--- config.mk ---
export PLATFORM = sky130hd
export DESIGN_NAME = vend_controller
export DESIGN_NICKNAME = d
export VERILOG_FILES = /design/src/rtl/vend_controller.sv
export SDC_FILE = /design/constraint.sdc
export NUM_CORES = 1
export LEC_CHECK = 0
export BUFFER_PORTS_ARGS = -buffer_cell sky130_fd_sc_hd__buf_2
export CAP_MARGIN = 20
export CORE_MARGIN = 5
export CORE_UTILIZATION = 60
export DETAILED_ROUTE_END_ITERATION = 10
export GPL_ROUTABILITY_DRIVEN = 0
export HOLD_SLACK_MARGIN = 0.08
export MAX_ROUTING_LAYER = met4
export PLACE_DENSITY = 0.95
export RECOVER_POWER = 25
export SETUP_SLACK_MARGIN = 0.2
export SYNTH_ARGS = -nofsm -noshare
export SYNTH_HDL_FRONTEND = slang
export SYNTH_SLANG_ARGS = --single-unit
--- constraint.sdc ---
create_clock -name i_clk -period 9.4 [get_ports i_clk]
set_clock_uncertainty 0.1 [all_clocks]
set_input_delay 0.47 -clock i_clk [delete_from_list [all_inputs] [get_ports i_clk]]
set_output_delay 0.47 -clock i_clk [all_outputs]
set_load 0.05 [all_outputs]
--- src/rtl/vend_controller.sv ---
// Vending-machine controller: coin credit, per-item price check, dispense
// handshake with timeout refund, and paced greedy change return.
module vend_controller #(
  parameter int unsigned NUM_ITEMS   = 8,
  parameter int unsigned CREDIT_W    = 8,
  parameter int unsigned PRICE_W     = 6,
  parameter int unsigned AUTO_CHANGE = 1,
  parameter int unsigned RET_GAP     = 4,
  parameter int unsigned ACK_TIMEOUT = 1000
) (
  input  logic                          i_clk,
  input  logic                          i_reset,
  input  logic                          i_coin_valid,
  input  logic [1:0]                    i_coin_type,
  input  logic [3:0]                    i_key,
  input  logic                          i_key_ready,
  input  logic [NUM_ITEMS*PRICE_W-1:0]  i_item_prices,
  input  logic                          i_dispense_ack,
  output logic [CREDIT_W-1:0]           o_credit,
  output logic                          o_dispense_req,
  output logic [3:0]                    o_dispense_item,
  output logic                          o_ret_nickel,
  output logic                          o_ret_dime,
  output logic                          o_ret_quarter,
  output logic                          o_coin_reject,
  output logic                          o_sel_error,
  output logic                          o_fault,
  output logic                          o_busy
);

  localparam int unsigned SUM_W = ((CREDIT_W > 5) ? CREDIT_W : 5) + 1;
  localparam int unsigned TMR_W = $clog2(ACK_TIMEOUT + 1);
  localparam int unsigned GAP_W = $clog2(RET_GAP + 1);

  typedef enum logic [1:0] {ST_IDLE, ST_VEND, ST_CHANGE} state_t;

  state_t              r_state;
  logic [CREDIT_W-1:0] r_credit;
  logic [3:0]          r_item;
  logic [PRICE_W-1:0]  r_price;
  logic [TMR_W-1:0]    r_timer;
  logic [GAP_W-1:0]    r_gap;
  logic r_dispense_req, r_nickel, r_dime, r_quarter, r_reject, r_sel_err, r_fault, r_busy;

  state_t              w_state_nxt;
  logic [CREDIT_W-1:0] w_credit_nxt;
  logic [3:0]          w_item_nxt;
  logic [PRICE_W-1:0]  w_price_nxt;
  logic [TMR_W-1:0]    w_timer_nxt;
  logic [GAP_W-1:0]    w_gap_nxt;
  logic w_nickel_nxt, w_dime_nxt, w_quarter_nxt, w_reject_nxt, w_sel_err_nxt, w_fault_nxt;
  logic w_take_chg;

  logic [PRICE_W-1:0]  w_price;
  logic                w_key_valid;
  logic [4:0]          w_coin_val;
  logic [SUM_W-1:0]    w_sum;
  logic                w_coin_ok;
  logic [SUM_W-1:0]    w_base;

  // Price lookup for the pressed key; keys outside the table are invalid
  always_comb begin
    w_price     = '0;
    w_key_valid = 1'b0;
    for (int i = 0; i < NUM_ITEMS; i++) begin
      if (i_key == 4'(i)) begin
        w_price     = i_item_prices[i*PRICE_W +: PRICE_W];
        w_key_valid = 1'b1;
      end
    end
  end

  always_comb begin
    case (i_coin_type)
      2'd0:    w_coin_val = 5'd1;
      2'd1:    w_coin_val = 5'd2;
      2'd2:    w_coin_val = 5'd5;
      default: w_coin_val = 5'd20;
    endcase
  end

  // Coins are only taken in IDLE and only if the sum fits the credit register
  assign w_sum     = SUM_W'(r_credit) + SUM_W'(w_coin_val);
  assign w_coin_ok = i_coin_valid && (r_state == ST_IDLE) && ((w_sum >> CREDIT_W) == '0);
  assign w_base    = w_coin_ok ? w_sum : SUM_W'(r_credit);

  always_comb begin
    w_state_nxt   = r_state;
    w_credit_nxt  = r_credit;
    w_item_nxt    = r_item;
    w_price_nxt   = r_price;
    w_timer_nxt   = r_timer;
    w_gap_nxt     = r_gap;
    w_nickel_nxt  = 1'b0;
    w_dime_nxt    = 1'b0;
    w_quarter_nxt = 1'b0;
    w_sel_err_nxt = 1'b0;
    w_fault_nxt   = 1'b0;
    w_take_chg    = 1'b0;
    w_reject_nxt  = i_coin_valid && !w_coin_ok;

    case (r_state)
      ST_IDLE: begin
        w_credit_nxt = CREDIT_W'(w_base);
        if (i_key_ready) begin
          if (i_key == 4'hF) begin
            if (r_credit != '0) begin
              w_state_nxt = ST_CHANGE;
              w_take_chg  = 1'b1;
            end
          end else if (w_key_valid && (r_credit >= CREDIT_W'(w_price))) begin
            w_credit_nxt = CREDIT_W'(w_base - SUM_W'(w_price));
            w_item_nxt   = i_key;
            w_price_nxt  = w_price;
            w_timer_nxt  = '0;
            w_state_nxt  = ST_VEND;
          end else begin
            w_sel_err_nxt = 1'b1;
          end
        end
      end
      ST_VEND: begin
        w_timer_nxt = r_timer + 1'b1;
        if (i_dispense_ack) begin
          if ((AUTO_CHANGE != 0) && (r_credit != '0)) begin
            w_state_nxt = ST_CHANGE;
            w_take_chg  = 1'b1;
          end else begin
            w_state_nxt = ST_IDLE;
          end
        end else if (r_timer == TMR_W'(ACK_TIMEOUT - 1)) begin
          w_fault_nxt  = 1'b1;
          w_credit_nxt = r_credit + CREDIT_W'(r_price);
          w_state_nxt  = ST_IDLE;
        end
      end
      ST_CHANGE: begin
        if (r_credit == '0) begin
          w_state_nxt = ST_IDLE;
        end else if (r_gap == '0) begin
          w_take_chg = 1'b1;
        end else begin
          w_gap_nxt = r_gap - 1'b1;
        end
      end
      default: w_state_nxt = ST_IDLE;
    endcase

    // Greedy change pulse; credit drops in the same cycle the pulse is shown
    if (w_take_chg) begin
      w_gap_nxt = GAP_W'(RET_GAP - 1);
      if (w_base >= SUM_W'(5)) begin
        w_quarter_nxt = 1'b1;
        w_credit_nxt  = CREDIT_W'(w_base - SUM_W'(5));
      end else if (w_base >= SUM_W'(2)) begin
        w_dime_nxt   = 1'b1;
        w_credit_nxt = CREDIT_W'(w_base - SUM_W'(2));
      end else begin
        w_nickel_nxt = 1'b1;
        w_credit_nxt = CREDIT_W'(w_base - SUM_W'(1));
      end
    end
  end

  always_ff @(posedge i_clk) begin
    if (i_reset) begin
      r_state        <= ST_IDLE;
      r_credit       <= '0;
      r_item         <= '0;
      r_price        <= '0;
      r_timer        <= '0;
      r_gap          <= '0;
      r_dispense_req <= 1'b0;
      r_nickel       <= 1'b0;
      r_dime         <= 1'b0;
      r_quarter      <= 1'b0;
      r_reject       <= 1'b0;
      r_sel_err      <= 1'b0;
      r_fault        <= 1'b0;
      r_busy         <= 1'b0;
    end else begin
      r_state        <= w_state_nxt;
      r_credit       <= w_credit_nxt;
      r_item         <= w_item_nxt;
      r_price        <= w_price_nxt;
      r_timer        <= w_timer_nxt;
      r_gap          <= w_gap_nxt;
      r_dispense_req <= (w_state_nxt == ST_VEND);
      r_nickel       <= w_nickel_nxt;
      r_dime         <= w_dime_nxt;
      r_quarter      <= w_quarter_nxt;
      r_reject       <= w_reject_nxt;
      r_sel_err      <= w_sel_err_nxt;
      r_fault        <= w_fault_nxt;
      r_busy         <= (w_state_nxt != ST_IDLE);
    end
  end

  assign o_credit        = r_credit;
  assign o_dispense_req  = r_dispense_req;
  assign o_dispense_item = r_item;
  assign o_ret_nickel    = r_nickel;
  assign o_ret_dime      = r_dime;
  assign o_ret_quarter   = r_quarter;
  assign o_coin_reject   = r_reject;
  assign o_sel_error     = r_sel_err;
  assign o_fault         = r_fault;
  assign o_busy          = r_busy;

endmodule

==> summary.txt, run 1 <==
Worst setup path
  – Most used cell along the critical path: ha_1
  – Worst Path Class, Setup: reg -> reg
  – Critical Path End Type: flop
  – Slowest-stage cell, CP: mux2i_1
  – CP Max Fanout: 10
  – Worst R2R Path Depth: 16
  – Worst path arrival time: 5.06 ns
  – Required @ worst endpoint: 9.48 ns
  – Critical path launch point type: flop
  – Cell breakdown of the critical path: ha_1 > fa_1 > a211oi_2 > nor3_2 > nor2_4 > mux2i_1 > inv_1 > ha_1 > nor2b_1 > o21ai_0 > a21boi_0 > o31ai_1 > nand4b_1 > xor2_1 > a211oi_1 > or3_1
  – Critical Path Max Stage Delay: 0.79 ns

Clock network
  – Total CTS buffers: 5
  – Post_cts resized: 0
  – CTS Hold Bufs: 0
  – CTS clk-pin slew, worst paths: 0.09 ns
  – Cell at the root of the clock tree: clkbuf_8
  – Clk_lat worst skew: 0.31 ns
  – CTS sink cnt: 41
  – Max Root-Sink Buffers: 2
  – Post-CTS Setup Repair Bufs: 0
  – CTS H-tree lvls: 2
  – TritonCTS clock tree: built

Floorplanning
  – Core area: 0.00603 sq mm
  – Die width: 89.2 um
  – Die span in y: 89.2 um
  – # rows: 28
  – Number of I/O pins: 79
  – Starting Density: 62.5%
  – Die ar.: 0.00796 sq mm

Global routing
  – Grt peak-use layer: met2
  – Global routing usage on met3: 5.07%
  – Met2 GRT Util: 47.6%
  – Met1 Use GR: 32.6%
  – Largest net degree at the start of global routing: 32
  – GRT Residual Overflow: 0
  – Initial antenna violation count: 0
  – First-pass GRT wire length: 17.2 mm
  – GR Util All Layers: 28.1%
  – Vias in the first global route: 3,822

Synthesis
  – Largest family of logic cells by synthesized area: compound AO/OA/AOI/OAI gates
  – Post-synthesis sequential area ratio: 21.8%
  – Post-Synth Simple-Gate Area: 21.7%
  – Synthesized flop and latch total: 41
  – Top cells by area, synth: dfxtp_1, ha_1, nand2_1, a21oi_1, nor2_1
  – Synth warn: 0
  – Async S/R FF share, synth: 0%
  – Post-synth EDFFs: 0
  – Post-synth top flop: dfxtp_1
  – Synthesized area per cell: 8.16 sq um
  – Synth top cells by count: nand2_1, dfxtp_1, nor2_1
  – Synth Area in Compound Gates: 25.3%
  – Synth unique cells: 77
  – XOR/XNOR Fraction of Synth Area: 5.39%
  – Cell area after synthesis: 0.00376 sq mm
  – Synth area leader: dfxtp_1
  – Most common cell in the synthesized netlist: nand2_1
  – Adder-cell share of the synthesized area: 12.2%
  – Synth Instances: 461
  – Mux contribution to synthesized area: 6.91%
  – Syn_nets: 555
  – Area share of the largest cell type after synthesis: 21.8%

STA
  – Setup tns final: 0 ns
  – Tmin final: 4.98 ns
  – # setup viols final: 0
  – Tcrit/Tclk final: 52.9%
  – Setup WS post-layout: 4.42 ns
  – Actual slew at the worst max-slew pin: 1.01 ns
  – Maximum clock frequency: 201 MHz
  – WHS: 0.328 ns
  – Pins Over Slew Limit: 0
  – Final hold violations: 0
  – Slew HR: 32.2%
  – RSZ-0062 raised after global routing: no

Final layout
  – Layout cell share with drive strength beyond 1: 19.7%
  – Synth-to-layout area growth: 11.0%
  – Diode count: 0
  – Design area: 0.00418 sq mm
  – Nets: 616

Min path
  – Hold Path Depth: 2
  – Hold Crit Class: reg -> reg

Route
  – Post-route DRC: 0
  – Antenna viol nets, final: 0
  – WL/cell: 17.3 um
  – Vias per std cell: 6.47
  – WL final: 10.3 mm
  – DR pass1 iterations: 5
  – Vias: 3,861
  – Violation count after the first detailed-route iteration: 511

Place
  – Placed Area: 0.00410 sq mm
  – Worst slack, placed: 4.29 ns
  – Port Buffer Count: 78
  – DP Wirelength: 8.02 mm

Outcome
  – Status: complete, no violations

Flow run
  – Max-cap violations: 0

Power
  – Peak VDD IR: 0.171 mV
  – LEAKAGE: 1.76 nW
  – Pwr Density: 263 mW/mm^2
## sequential cells by signal, summed over array words and instances (netlist names), 2 cells and up
name	flops
o_credit	8
o_dispense_item	4
r_gap	3
r_price	6
r_state	2
r_timer	10
## layer usage
metal | share of wire, % | wire length, um
met1 | 38 | 3940
met2 | 48 | 4960
met3 | 10 | 1040
met4 | 3.6 | 376
met5 | 0 | 0
## metrics by stage
stage	power [mW]	utilization [%]	instances
6_report	1.10	69.3	597
5_1_grt	1.17	69.3	597
4_1_cts	1.08	69.6	597
3_5_place_dp	0.956	68.1	590
3_3_place_gp	0.922	68.1	590
2_1_floorplan	0.819	-	461
## kinds of logic (layout without fill, tap and decap cells)
| logic type | count (synthesis) | after routing |
|---|---|---|
| and+or+nand+nor | 159 | 159 |
| AOI/OAI and AO/OA | 135 | 135 |
| buffers and inverters | 52 | 113 |
| DFF | 41 | 41 |
| adders and majority gates | 35 | 35 |
| xor gates and xnor gates | 21 | 21 |
| muxes | 18 | 18 |
## power breakdown
part | internal (mW) | switching (mW)
clock | 0.0581 | 0.0632
sequential | 0.203 | 0.0555
combinational | 0.266 | 0.450
## critical path: cells and delay by family (launching register included)
family                     cells  cell delay, ns
AOI/OAI and AO/OA              5            1.12
adders and majority gates      3            1.04
and+or+nand+nor                5            0.97
muxes                          1            0.79
DFF                            1            0.40
buffers and inverters          1            0.21
xor gates and xnor gates       1            0.21
## layout by cell type, fill, tap and decap left out, types with 4 or more instances in the layout
cell type  netlist  routed
a31oi_1          6       6
dfxtp_1         41      41
nand2_1         50      50
a211oi_1        10      10
nor3_1          12      12
o21a_1           5       5
a311o_1          4       4
nor2b_1          6       6
nor2_1          37      37
mux4_2           6       6
xnor2_1         12      12
inv_1           26      26
ha_1            32      32
a21o_1           6       6
o21ai_0         21      21
nand3_1         10      10
a21oi_1         36      36
xor2_1           8       8
nand4_1          4       4
nand2b_1         4       4
buf_2            2      64
o31ai_1          4       4
nor3b_1          4       4
o211ai_1         4       4
mux2i_1         10      10
clkbuf_1        15      14
nor4_1           4       4
clkbuf_8         1       6
## final timing paths
kind,from,endpoint,slack (ns)
worst max-delay path,o_credit[0]$_SDFFE_PP0P_,o_credit[7]$_SDFFE_PP0P_,4.42
worst min-delay path,o_dispense_item[3]$_SDFFE_PP0P_,o_dispense_item[3]$_SDFFE_PP0P_,0.33
worst max register to register,o_credit[0]$_SDFFE_PP0P_,o_credit[7]$_SDFFE_PP0P_,4.42
worst min register to register,o_dispense_item[3]$_SDFFE_PP0P_,o_dispense_item[3]$_SDFFE_PP0P_,0.33
## area by class of cell
cell class | count | area [sq um]
Clock buffer | 6 | 82.6
Clock inverter | 1 | 7.51
Fill cell | 480 | 1850
Inverter | 27 | 101
Multi-Input combinational cell | 368 | 2690
Sequential cell | 41 | 821
Tap cell | 75 | 93.8
Timing Repair Buffer | 79 | 380
(Power assumes the default switching activity.)
==> run 2: changes to the inputs <==
--- a/config.mk
+++ b/config.mk
@@ -5,15 +5,16 @@
 export SDC_FILE = /design/constraint.sdc
 export NUM_CORES = 1
 export LEC_CHECK = 0
+export ABC_AREA = 1
 export BUFFER_PORTS_ARGS = -buffer_cell sky130_fd_sc_hd__buf_2
 export CAP_MARGIN = 20
 export CORE_MARGIN = 5
-export CORE_UTILIZATION = 60
+export CORE_UTILIZATION = 56
 export DETAILED_ROUTE_END_ITERATION = 10
 export GPL_ROUTABILITY_DRIVEN = 0
 export HOLD_SLACK_MARGIN = 0.08
 export MAX_ROUTING_LAYER = met4
-export PLACE_DENSITY = 0.95
+export PLACE_DENSITY = 0.9
 export RECOVER_POWER = 25
 export SETUP_SLACK_MARGIN = 0.2
 export SYNTH_ARGS = -nofsm -noshare
==> constraint.sdc (replaced) <==
create_clock -name i_clk -period 4.9 [get_ports i_clk]
set_clock_uncertainty 0.1 [all_clocks]
set_input_delay 0.245 -clock i_clk [delete_from_list [all_inputs] [get_ports i_clk]]
set_output_delay 0.245 -clock i_clk [all_outputs]
set_load 0.05 [all_outputs]
==> run 2 against run 1 <==
  * Clock power up 89%
  * Non-clock buffer count unchanged
  * Area after synthesis up 2.4%
  * Setup slack worse by 3.3 ns
  * Critical path depth up 2
  * Design area up 4.8%
  * Die area up 8.6%
  * Utilization down 4.5 points
  * Largest cell class unchanged
  * Highest routed layer unchanged
==> summary.txt, run 2 <==
Outcome
  – Status: complete, no violations

Final layout
  – Top reg by flops: r_timer
  – Layout cell share with drive strength beyond 1: 17.6%
  – Diode count: 0
  – Fin util: 64.8%
  – Commonest non-fill, non-tap cell in the layout: nand2_1
  – Synth-to-layout area growth: 13.6%
  – Commonest non-fill, non-tap cells in the layout: nand2_1, inv_1, buf_2
  – Nets: 771
  – Largest register FFs: 10

Synthesis
  – Async S/R FF share, synth: 0%
  – Synth Instances: 600
  – Synthesized flop and latch total: 41
  – Synth area leader: dfxtp_1
  – Synth warn: 0
  – Post-synth EDFFs: 0
  – Synth unique cells: 43
  – Post-synth top flop: dfxtp_1
  – Post-synthesis sequential area ratio: 21.3%
  – Syn_nets: 694
  – Top cells by area, synth: dfxtp_1, nand2_1, ha_1, inv_1, a21oi_1
  – Cell area after synthesis: 0.00385 sq mm
  – Most common cell in the synthesized netlist: nand2_1
  – Area share of the largest cell type after synthesis: 21.3%
  – Synthesized area per cell: 6.42 sq um
  – Synth top cells by count: nand2_1, inv_1, a21oi_1

Route
  – Vias: 4,410
  – WL final: 11.3 mm
  – DR pass1 iterations: 6
  – WL/cell: 14.9 um
  – Violation count after the first detailed-route iteration: 447
  – Post-route DRC: 0
  – Vias per std cell: 5.83
  – Antenna viol nets, final: 0

Global routing
  – Grt peak-use layer: met2
  – Global routing usage on met3: 4.02%
  – Initial antenna violation count: 0
  – Vias in the first global route: 4,312
  – GR Util All Layers: 26.4%
  – Largest net degree at the start of global routing: 15
  – First-pass GRT wire length: 18.4 mm
  – Met1 Use GR: 29.5%
  – GRT Residual Overflow: 0
  – Met2 GRT Util: 46.2%

Clock network
  – CTS clk-pin slew, worst paths: 0.08 ns
  – Cell at the root of the clock tree: clkbuf_8
  – Post-CTS Setup Repair Bufs: 0
  – Total CTS buffers: 5
  – Post_cts resized: 0
  – TritonCTS clock tree: built
  – CTS Hold Bufs: 1
  – Max Root-Sink Buffers: 2
  – CTS H-tree lvls: 2
  – CTS sink cnt: 41
  – Clk_lat worst skew: 0.30 ns

Power
  – Flop pwr share: 21.1%
  – Net Sw Power: 1.31 mW
  – LEAKAGE: 2.17 nW
  – Cell Int Power: 999 uW
  – Clock power frac: 9.9%
  – Peak VDD IR: 0.178 mV
  – Pwr Total: 2.31 mW
  – Pwr Density: 527 mW/mm^2
  – Comb pwr share: 69.0%
  – Switching Fraction: 56.7%

Worst setup path
  – Worst path arrival time: 3.90 ns
  – Critical path launch point type: flop
  – CP Max Fanout: 8
  – Required @ worst endpoint: 5.03 ns
  – Worst Path Class, Setup: reg -> reg
  – Critical Path End Type: flop

STA
  – Tcrit/Tclk final: 77.0%
  – Tmin final: 3.77 ns
  – Setup WS post-layout: 1.13 ns
  – RSZ-0062 raised after global routing: no
  – Slew HR: 53.3%
  – Actual slew at the worst max-slew pin: 0.695 ns
  – WHS: 0.143 ns
  – Pins Over Slew Limit: 0
  – Final hold violations: 0
  – # setup viols final: 0
  – Maximum clock frequency: 265 MHz
  – Setup tns final: 0 ns

Floorplanning
  – Die width: 93.0 um
  – Die ar.: 0.00864 sq mm
  – Die span in y: 93.0 um
  – Number of I/O pins: 79
  – # rows: 30
  – Starting Density: 57.1%
  – Core area: 0.00676 sq mm

Min path
  – Hold Crit Class: in -> reg

Flow run
  – Max-cap violations: 0

Place
  – DP Wirelength: 9.00 mm
  – Port Buffer Count: 78
  – Worst slack, placed: 1.24 ns
[run 2: metrics by stage]
| stage | instances | cell area, sq um |
|---|---|---|
| 2_1_floorplan | 600 | 3850 |
| 5_1_grt | 757 | 4380 |
| 3_5_place_dp | 749 | 4300 |
| 4_1_cts | 757 | 4400 |
| 3_3_place_gp | 749 | 4300 |
| 6_report | 757 | 4380 |
[run 2: logic make-up (layout without fill, tap and decap cells)]
group,Yosys count,count (layout),share of synthesized area [%]
compound gates,112,112,16.3
xor+xnor,13,13,2.95
flops,41,41,21.3
fa+ha+maj,35,35,11.9
buf+inv,93,170,9.44
simple gates,306,306,38.0
[run 2: worst paths after layout]
path                                                from                        to  slack [ns]  cells past startpoint
worst max register to register  o_credit[0]$_SDFFE_PP0P_  o_credit[6]$_SDFFE_PP0P_        1.13                     18
worst max-delay path            o_credit[0]$_SDFFE_PP0P_  o_credit[6]$_SDFFE_PP0P_        1.13                     18
worst min register to register   r_timer[8]$_SDFFE_PP0P_   r_timer[8]$_SDFFE_PP0P_        0.36                      2
worst min-delay path                        i_coin_valid  o_coin_reject$_SDFF_PP0_        0.14                      3
[run 2: power by group through the flow]
stage	clock network (mW)	registers, mW	logic, mW
after floorplan	0	0.582	1.10
after global placement	0	0.482	1.50
after detailed placement	0	0.487	1.55
after CTS	0.234	0.480	1.57
after global routing	0.246	0.489	1.76
final	0.229	0.486	1.59
[run 2: area by class of cell]
class                      count  area, sq um
clock buffer                   6         82.6
clock inverter                 1         7.51
fill                         587         2380
inverter                      84          315
multi-input combinational    466         2670
sequential                    41          821
tap                           80          100
timing repair buffer          79          382
[run 2: worst max-delay path, cell delays in order (launching register included)]
cell	delay, ns
dfxtp_1	0.37
ha_1	0.24
fa_1	0.41
nand2_1	0.09
nand2_2	0.08
nand3_2	0.12
nand2_4	0.08
o21ai_2	0.30
inv_1	0.23
fa_1	0.46
o21ai_0	0.31
a21oi_1	0.12
o21ai_0	0.24
nor2_1	0.11
nand2_1	0.09
nand3_1	0.07
nand2_1	0.08
a21oi_1	0.06
a21oi_1	0.14
[run 2: per-layer routing]
layer	routed length [um]	up-vias
li1	-	2132
met5	0	-
met2	5410	269
met1	4260	1954
met4	525	0
met3	1090	55
==> run 3: changes to the inputs <==
--- a/config.mk
+++ b/config.mk
@@ -5,7 +5,7 @@
 export SDC_FILE = /design/constraint.sdc
 export NUM_CORES = 1
 export LEC_CHECK = 0
-export ABC_AREA = 1
+export ABC_AREA = 0
 export BUFFER_PORTS_ARGS = -buffer_cell sky130_fd_sc_hd__buf_2
 export CAP_MARGIN = 20
 export CORE_MARGIN = 5
==> constraint.sdc (replaced) <==
create_clock -name i_clk -period 3.5 [get_ports i_clk]
set_clock_uncertainty 0.1 [all_clocks]
set_input_delay 0.175 -clock i_clk [delete_from_list [all_inputs] [get_ports i_clk]]
set_output_delay 0.175 -clock i_clk [all_outputs]
set_load 0.05 [all_outputs]
==> run 3 against run 2 <==
  * The run now ends with setup timing left
  * Fmax down 2.1%
  * Die area fell by 2.1%
  * Sequential power is 26% higher
  * Critical path depth is 3 lower
  * Hold slack got worse by 0.027 ns
  * Largest power group unchanged
==> summary.txt, run 3 (synthesized netlist as in run 1, its figures left out) <==
Worst setup path
  – Worst path arrival time: 4.00 ns
  – Cell breakdown of the critical path: ha_4 > fa_2 > a211oi_4 > or3_4 > o211ai_2 > xor2_4 > inv_1 > ha_1 > o21ai_1 > a21boi_1 > or4_1 > o211ai_1 > nand3_1 > a21oi_2 > o31a_1
  – Critical Path End Type: flop
  – Critical Path Max Stage Delay: 0.49 ns
  – Worst Path Class, Setup: reg -> reg
  – Required @ worst endpoint: 3.64 ns
  – Slowest-stage cell, CP: or4_1
  – CP Max Fanout: 3
  – Critical path launch point type: flop

Min path
  – Hold Crit Class: in -> reg

Final layout
  – Diode count: 0
  – Largest register FFs: 10
  – Nets: 672
  – Top reg by flops: r_timer
  – Synth-to-layout area growth: 31.3%
  – Layout cell share with drive strength beyond 1: 34.2%
  – Commonest non-fill, non-tap cells in the layout: buf_2, nand2_1, buf_4
  – Filler cells: 418
  – Commonest non-fill, non-tap cell in the layout: buf_2
  – Cell Count, Final, Fillers Out: 656
  – Design area: 0.00494 sq mm

STA
  – WHS: 0.116 ns
  – Final hold violations: 0
  – Maximum clock frequency: 259 MHz
  – Slew HR: 46.4%
  – Setup WS post-layout: -0.355 ns
  – Actual slew at the worst max-slew pin: 0.796 ns
  – RSZ-0062 raised after global routing: yes
  – Tcrit/Tclk final: 110%
  – Tmin final: 3.85 ns
  – Pins Over Slew Limit: 0
  – # setup viols final: 5

Route
  – Antenna viol nets, final: 0
  – Vias per std cell: 6.76
  – Vias: 4,437
  – WL final: 13.4 mm
  – Post-route DRC: 0
  – DR pass1 iterations: 6
  – WL/cell: 20.5 um
  – Violation count after the first detailed-route iteration: 633

Place
  – # placed instances: 637
  – Placed Area: 0.00451 sq mm
  – DP Wirelength: 8.85 mm
  – Port Buffer Count: 78

Global routing
  – GRT Residual Overflow: 0
  – Initial antenna violation count: 0
  – First-pass GRT wire length: 19.4 mm
  – GR Util All Layers: 28.8%
  – Largest net degree at the start of global routing: 32
  – Vias in the first global route: 4,244

Floorplanning
  – Die ar.: 0.00846 sq mm
  – Starting Density: 58.3%
  – Core area: 0.00646 sq mm
  – Number of I/O pins: 79
  – # rows: 29
  – Die width: 92.0 um
  – Die span in y: 92.0 um

Power
  – LEAKAGE: 2.13 nW
  – Pwr Total: 3.98 mW
  – Pwr Density: 806 mW/mm^2
  – Peak VDD IR: 0.311 mV

Clock network
  – Total CTS buffers: 5
  – CTS H-tree lvls: 2
  – CTS sink cnt: 41
  – Max Root-Sink Buffers: 2
  – Cell at the root of the clock tree: clkbuf_8
  – TritonCTS clock tree: built
  – CTS clk-pin slew, worst paths: 0.10 ns
  – Clk_lat worst skew: 0.30 ns

Flow run
  – Max-cap violations: 0

Outcome
  – Status: finished, violations left
  – Failing checks: setup timing
[run 3: power breakdown]
part	switching, mW	internal [mW]	total (mW)
Clock	0.199	0.259	0.458
Sequential	0.0611	0.551	0.612
Combinational	1.73	1.18	2.91
[run 3: repair_timing]
item                                    CTS  global route
hold endpoints to repair                  2             0
pin swaps                                 8            16
hold buffers                              2             0
setup buffers                             3             6
endpoints found under the setup margin    8            12
resized for setup                        16            33
[run 3: through the flow]
step | setup TNS, ns | worst slack [ns] | util [%]
2_1_floorplan | -0.549 | -0.280 | -
3_3_place_gp | -0.0444 | -0.0247 | 69.9
3_5_place_dp | -0.405 | -0.155 | 69.9
4_1_cts | -0.0903 | -0.0555 | 73.6
5_1_grt | -1.64 | -0.389 | 76.5
6_report | -1.17 | -0.355 | 76.5
[run 3: final cells by class]
type | count | area [sq um] | share of cell area [%]
flip-flops and latches | 41 | 828 | 16.8
inverters | 27 | 101 | 2.05
well taps | 77 | 96.3 | 1.95
repair buffers | 135 | 837 | 16.9
multi-input cells | 368 | 2950 | 59.6
clock buffers | 6 | 93.8 | 1.90
clock inverters | 2 | 38.8 | 0.785
[run 3: final timing paths]
kind | start | endpoint | slack [ns] | cells after the start
worst max-delay path | o_credit[0]$_SDFFE_PP0P_ | o_credit[4]$_SDFFE_PP0P_ | -0.35 | 15
worst min register to register | o_dispense_item[3]$_SDFFE_PP0P_ | o_dispense_item[3]$_SDFFE_PP0P_ | 0.36 | 2
worst min-delay path | i_key[1] | o_dispense_item[1]$_SDFFE_PP0P_ | 0.12 | 3
worst max register to register | o_credit[0]$_SDFFE_PP0P_ | o_credit[4]$_SDFFE_PP0P_ | -0.35 | 15
[run 3: worst max-delay path: cells and delay by family (launching register included)]
kind | cells | cell delay (ns)
AO/OA/AOI/OAI | 7 | 1.30
adder cells (fa/ha/maj) | 3 | 0.90
AND/OR/NAND/NOR | 3 | 0.85
flip-flops | 1 | 0.36
XOR/XNOR | 1 | 0.17
buffers and inverters | 1 | 0.11
[run 3: per-layer routing]
metal / up-vias / part of all wire, % / global-route usage [%]
met1: 2025 / 37 / 33.2
li1: 1922 / - / -
met3: 115 / 11 / 5.07
met2: 375 / 46 / 48.1
met4: 0 / 6.0 / 14.7
met5: - / 0 / -
